$ cat src/rtl/sd_width_pack.sv
// sd_width_pack: packs `ratio` narrow srdy/drdy beats into one registered wide word.
// Optional end-of-packet flush of partial words is enabled by defining SD_WIDTH_PACK_LAST_EN.
module sd_width_pack #(
  parameter int width = 8,
  parameter int ratio = 4
) (
  input  logic                         clk,
  input  logic                         reset_n,
  input  logic                         c_srdy,
  output logic                         c_drdy,
  input  logic [width-1:0]             c_data,
  input  logic                         c_last,
  output logic                         ip_srdy,
  input  logic                         ip_drdy,
  output logic [width*ratio-1:0]       ip_data,
  output logic [$clog2(ratio+1)-1:0]   ip_count,
  output logic                         ip_last
);

  localparam int LW = $clog2(ratio);
  localparam int CW = $clog2(ratio+1);
  localparam int DW = width * ratio;

  logic [LW-1:0] r_lane;
  logic [DW-1:0] r_asm;
  logic          r_ipSrdy;
  logic [DW-1:0] r_ipData;
  logic [CW-1:0] r_ipCount;
  logic          r_ipLast;

  logic          w_last;
  logic          w_completing;
  logic          w_accept;
  logic [DW-1:0] w_merged;
  logic [CW-1:0] w_count;

`ifdef SD_WIDTH_PACK_LAST_EN
  assign w_last = c_last;
`else
  logic w_unusedLast;
  assign w_unusedLast = c_last;
  assign w_last       = 1'b0;
`endif

  assign w_completing = (r_lane == LW'(ratio-1)) | w_last;
  assign c_drdy       = !w_completing | !r_ipSrdy | ip_drdy;
  assign w_accept     = c_srdy & c_drdy;
  assign w_count      = CW'(r_lane) + CW'(1);

  // Current beat lands in its lane; lanes above it are zeroed so partial words are padded.
  always_comb begin
    w_merged = r_asm;
    for (int k = 0; k < ratio; k++) begin
      if (LW'(k) == r_lane) begin
        w_merged[k*width +: width] = c_data;
      end else if (k > int'(r_lane)) begin
        w_merged[k*width +: width] = '0;
      end
    end
  end

  always_ff @(posedge clk or negedge reset_n) begin
    if (!reset_n) begin
      r_lane <= '0;
      r_asm  <= '0;
    end else if (w_accept) begin
      if (w_completing) begin
        r_lane <= '0;
        r_asm  <= '0;
      end else begin
        r_lane <= r_lane + LW'(1);
        r_asm  <= w_merged;
      end
    end
  end

  // A completing accept reloads the holding register even while it drains, so no bubble appears.
  always_ff @(posedge clk or negedge reset_n) begin
    if (!reset_n) begin
      r_ipSrdy  <= 1'b0;
      r_ipData  <= '0;
      r_ipCount <= '0;
      r_ipLast  <= 1'b0;
    end else if (w_accept && w_completing) begin
      r_ipSrdy  <= 1'b1;
      r_ipData  <= w_merged;
      r_ipCount <= w_count;
      r_ipLast  <= w_last;
    end else if (ip_drdy) begin
      r_ipSrdy  <= 1'b0;
    end
  end

  assign ip_srdy  = r_ipSrdy;
  assign ip_data  = r_ipData;
  assign ip_count = r_ipCount;
  assign ip_last  = r_ipLast;

endmodule

$ cat config.mk
export PLATFORM = sky130hd
export DESIGN_NAME = sd_width_pack
export DESIGN_NICKNAME = d
export VERILOG_FILES = /design/src/rtl/sd_width_pack.sv
export SDC_FILE = /design/constraint.sdc
export NUM_CORES = 1
export LEC_CHECK = 0
export CELL_PAD_IN_SITES_DETAIL_PLACEMENT = 0
export CELL_PAD_IN_SITES_GLOBAL_PLACEMENT = 2
export CORE_UTILIZATION = 38
export DETAILED_ROUTE_END_ITERATION = 10
export MAX_ROUTING_LAYER = met4
export PLACE_DENSITY = 0.84
export SETUP_SLACK_MARGIN = 0.15
export SLEW_MARGIN = 20
export SYNTH_ARGS = -nofsm -noshare
export SYNTH_HDL_FRONTEND = slang
export SYNTH_SLANG_ARGS = --single-unit
$ cat constraint.sdc
create_clock -name clk -period 2.9 [get_ports clk]
set_clock_uncertainty 0.05 [all_clocks]
set_input_delay 0.29 -clock clk [delete_from_list [all_inputs] [get_ports clk]]
set_output_delay 0.29 -clock clk [all_outputs]
set_load 0.01 [all_outputs]
==> out/metrics.csv, run 1 <==
metric;value;unit
cts_num_sinks;62;
grt_max_degree;63;
grt_util_all_layers;17.90;%
syn_nets;221;
rows;30;
tightestPinTransition;780.4;ps
dp_hpwl;3661;um
finalHoldViolCount;0;
initial_core_util;39.86;%
async_reset_ff_share;100.0;%
design_area;3518;um^2
fp.dieH;87.11;um
cp_slowest_stage_delay;600;ps
worst-endpoint-required;2560;ps
cp_top_family;adder cells;
antenna_left;0;
clockRootBuffer;clkbuf_8;
fin_crit;2578;ps
drv_slew;0;
routed_wirelength;5784;um
critical_path_class;register to output port;
hold_path_class;input port to asynchronous set/reset pin;
synth-seq-cells;62;
yosysWarnings;0;
placedCellCount;337;
drive_above_1_share;9.728;%
placed_area;3311;um^2
setup-tns-final;0;ps
cts_made_buffers;9;
path_max_fanout;16;
path_buf_inv;1;
first_global_vias;1896;
globalplace.congestion;0.7195;
n_antenna_cell;0;
place_ws;630.7;ps
postSynthAreaPerCell;13.49;um^2
post_cts_buffers;0;
die_w;87.11;um
relSlewSlack;47.97;%
cts_tree;built;
coreArea;6907;um^2
power;4.045;mW
grt_pass1_wl;9894;um
synth_ff_type;dfrtp_1;
crit_chain;ha_1 -> nand3b_1 -> clkdlybuf4s50_1;
timing.final.crit_share;88.90;%
remaining_drc_errors;0;
ios;51;
numPortBuffers;48;
crit_slowest_cell;ha_1;
clock_path_buffers;2;
powerDensity;1150;nW/um^2
clk_latency;340;ps
firstDrtPassIters;4;
routed_via_density;5.263;
post_drt_wl_per_cell;16.39;um
grt_antenna_before_repair;0;
fin_nets;269;
areaGrowthSynthToFinish;27.82;%
fin_ws;321.9;ps
max-vdd-ir-drop;0.4985;mV
drt_iter0_markers;101;
max_cap_viol_count;0;
crit_path_end_kind;output port;
synth_seq_area_share;56.36;%
crit_path_start_kind;register;
syn_inst;204;
cts.clk_slew.worst_paths;80;ps
grt_overflow;0;
ctsHoldBuffers;0;
status;finished, final reports clean;
h-tree-depth;3;
yosysUniqueCellTypes;27;
setup_violations;0;
fmax;0.3879;GHz
cts_resized;0;
rsz0062_at_grt;no;
netlist_area;2753;um^2
num_vias;1858;
crit_arrival;2240;ps
layout.cells.non_filler;353;
leakage;1.567;nW
synth_edf_count;0;
die_area;7588;um^2
-- placed cells by master, fill, tap and decap left out, types with 4 or more instances in the layout --
cell type,synthesis,final
a22o_1,27,27
a21o_1,8,8
dfrtp_1,62,62
nor2b_1,11,10
buf_4,2,4
mux2_1,35,35
clkdlybuf4s50_1,0,47
clkbuf_8,0,10
ha_1,4,4
o2bb2ai_1,10,10
a31oi_1,8,8
-- registers in the layout, indices dropped and copies added (netlist names) --
signal    count
ip_data      32
ip_srdy       1
r_lane        2
ip_count      3
r_asm        24
-- metrics by stage --
stage / util (%) / hold slack [ps]
after floorplan: - / -55.59
after global placement: 47.93 / 399.0
after detailed placement: 47.93 / 403.6
after CTS: 50.94 / 83.39
after global routing: 50.94 / 119.7
final: 50.94 / 52.74
-- routing by layer --
layer,up-vias,routed length (um),GRT usage [%],share of wire [%]
met2,55,2531,26.63,44
met3,6,274,5.213,4.7
met1,939,2936,23.96,51
li1,858,-,-,-
met4,0,42,4.918,0.73
met5,-,0,-,0
-- cell type report --
type	instances	area (um^2)
fillers	653	3388
flip-flops and latches	62	1551
multi-input cells	123	1102
repair buffers	53	525.5
clock buffers	10	137.6
well taps	96	120.1
clock inverters	6	70.07
inverters	3	11.26
-- final timing paths --
kind | start | endpoint | slack [ps] | cells after the start
max in group asynchronous | reset_n | ip_data[14]$_DFFE_PN0P_ | 2220 | 2
setup reg to reg | r_lane[0]$_DFFE_PN0P_ | ip_data[6]$_DFFE_PN0P_ | 720 | 5
setup / recovery | r_lane[0]$_DFFE_PN0P_ | c_drdy | 320 | 3
hold / removal | reset_n | ip_data[20]$_DFFE_PN0P_ | 50 | 2
min in group clk | ip_count[2]$_DFFE_PN0P_ | ip_count[2]$_DFFE_PN0P_ | 420 | 1
hold reg to reg | ip_count[2]$_DFFE_PN0P_ | ip_count[2]$_DFFE_PN0P_ | 420 | 1
-- where the power goes --
group / switching, mW / total [mW] / internal (mW)
combinational: 0.792 / 1.76 / 0.971
clock: 0.358 / 0.782 / 0.424
sequential: 0.217 / 1.50 / 1.28
-- cells by family after synthesis --
kind of cell,share of synthesized area [%]
muxes,14.68
other,0.1362
DFF,56.36
and+or+nand+nor,4.637
adders and majority gates,1.818
AOI/OAI and AO/OA,18.50
buffers and inverters,3.863
-- cell usage after synthesis (3+ instances only) --
| cell | count | area share, % |
|---|---|---|
| a21o_1 | 8 | 2.2 |
| a22o_1 | 27 | 8.6 |
| a31oi_1 | 8 | 1.8 |
| buf_2 | 4 | 0.73 |
| buf_6 | 3 | 1.2 |
| clkbuf_1 | 6 | 0.82 |
| dfrtp_1 | 62 | 56 |
| ha_1 | 4 | 1.8 |
| inv_1 | 3 | 0.41 |
| mux2_1 | 35 | 14 |
| nand2_1 | 3 | 0.41 |
| nor2b_1 | 11 | 2.5 |
| o2bb2ai_1 | 10 | 3.2 |
No activity file was read; power rests on OpenSTA's default activity.
==> run 2, diff against run 1 <==
--- a/config.mk
+++ b/config.mk
@@ -9,6 +9,7 @@
 export CELL_PAD_IN_SITES_GLOBAL_PLACEMENT = 2
 export CORE_UTILIZATION = 38
 export DETAILED_ROUTE_END_ITERATION = 10
+export HOLD_SLACK_MARGIN = 0.15
 export MAX_ROUTING_LAYER = met4
 export PLACE_DENSITY = 0.84
 export SETUP_SLACK_MARGIN = 0.15
==> out/metrics.csv, run 2 (synthesis results as in run 1) <==
metric;value;unit
status;finished, final reports clean;
h-tree-depth;3;
hold_path_class;register to register;
cts.clk_slew.worst_paths;70;ps
initial_core_util;39.86;%
cts_resized;0;
critical_path_class;register to output port;
cp_top_family;adder cells;
fin_crit;2578;ps
crit_chain;ha_1 -> nand3b_1 -> clkdlybuf4s50_1;
drv_slew;0;
drt_iter0_markers;89;
num_vias;1876;
worst-endpoint-required;2560;ps
relSlewSlack;47.86;%
post_drt_wl_per_cell;16.37;um
cts_tree;built;
n_antenna_cell;0;
clk_latency;340;ps
routed_via_density;5.299;
post_cts_buffers;0;
globalplace.congestion;0.7195;
die_w;87.11;um
fin_ws;322.3;ps
clockRootBuffer;clkbuf_8;
cp_slowest_stage_delay;600;ps
numPortBuffers;48;
setup_violations;0;
rows;30;
path_max_fanout;16;
drive_above_1_share;9.690;%
ios;51;
cts_made_buffers;9;
fp.dieH;87.11;um
timing.final.crit_share;88.89;%
layout.cells.non_filler;354;
firstDrtPassIters;4;
top_usage_layer;met2;
grt_use_met1;23.96;%
die_area;7588;um^2
grt_max_degree;63;
leakage;1.571;nW
max-vdd-ir-drop;0.4986;mV
crit_path_start_kind;register;
crit_arrival;2240;ps
finalHoldViolCount;0;
crit_slowest_cell;ha_1;
placedCellCount;337;
areaGrowthSynthToFinish;28.18;%
layout_common_cells;62 x dfrtp_1, 47 x clkdlybuf4s50_1, 35 x mux2_1;
grt_util_all_layers;17.90;%
largest_register_ffs;32;
powerDensity;1147;nW/um^2
crit_path_end_kind;output port;
fmax;0.3879;GHz
grtUsageMet3;5.213;%
clock_path_buffers;2;
coreArea;6907;um^2
fin_nets;270;
remaining_drc_errors;0;
grt_pass1_wl;9894;um
rsz0062_at_grt;no;
grt_overflow;0;
tightestPinTransition;782.1;ps
mostFrequentLayoutCell;dfrtp_1;
place_ws;630.7;ps
dp_hpwl;3661;um
max_cap_viol_count;0;
grt_antenna_before_repair;0;
path_buf_inv;1;
routed_wirelength;5795;um
grtUsageMet2;26.63;%
setup-tns-final;0;ps
cts_num_sinks;62;
first_global_vias;1896;
antenna_left;0;
run 2: what timing repair did:
action	4_1_cts	5_1_grt
endpoints found under the setup margin	0	0
hold buffers	1	0
hold endpoints to repair	62	0
run 2: final cells by class:
cell class	instances	area, um^2
flip-flops and latches	62	1551
fillers	652	3378
well taps	96	120.1
clock buffers	10	137.6
multi-input cells	123	1102
clock inverters	6	70.07
repair buffers	54	535.5
inverters	3	11.26
run 2: where the power goes:
group | internal [mW] | switching, mW | leakage, nW | total, mW
combinational | 0.972 | 0.792 | 0.694 | 1.76
clock | 0.424 | 0.359 | 0.0951 | 0.783
sequential | 1.28 | 0.218 | 0.782 | 1.50
total | 2.68 | 1.37 | 1.57 | 4.05
run 2: path summary, 6_finish.rpt:
path	slack, ps	endpoint	cells after the start	startpoint
max in group asynchronous	1680	ip_data[3]$_DFFE_PN0P_	3	reset_n
min reg2reg	420	ip_count[2]$_DFFE_PN0P_	1	ip_count[2]$_DFFE_PN0P_
min	420	ip_count[2]$_DFFE_PN0P_	1	ip_count[2]$_DFFE_PN0P_
max	320	c_drdy	3	r_lane[0]$_DFFE_PN0P_
min in group asynchronous	590	ip_data[20]$_DFFE_PN0P_	3	reset_n
max reg2reg	720	ip_data[6]$_DFFE_PN0P_	5	r_lane[0]$_DFFE_PN0P_
run 2: metrics by stage:
stage                     hold slack [ps]  area [um^2]  power [mW]  utilization, %
final                               422.9         3528       4.048           51.09
after global routing                451.7         3528       4.345           51.09
after CTS                           427.0         3528       4.097           51.09
after detailed placement            403.6         3311       3.302           47.93
after global placement              399.0         3311       3.254           47.93
after floorplan                    -55.59         2753       2.558               -
run 2: layer usage:
metal  vias up  part of all wire (%)
li1        859                     -
met1       955                    50
met2        56                    44
met3         6                   4.7
met4         0                  0.72
met5         -                     0
run 2: worst register-to-register path, stage by stage, from the launching register on:
cell	delay (ps)
dfrtp_1	420
ha_1	600
nand2_1	220
nor2b_4	170
buf_12	210
mux2_1	380
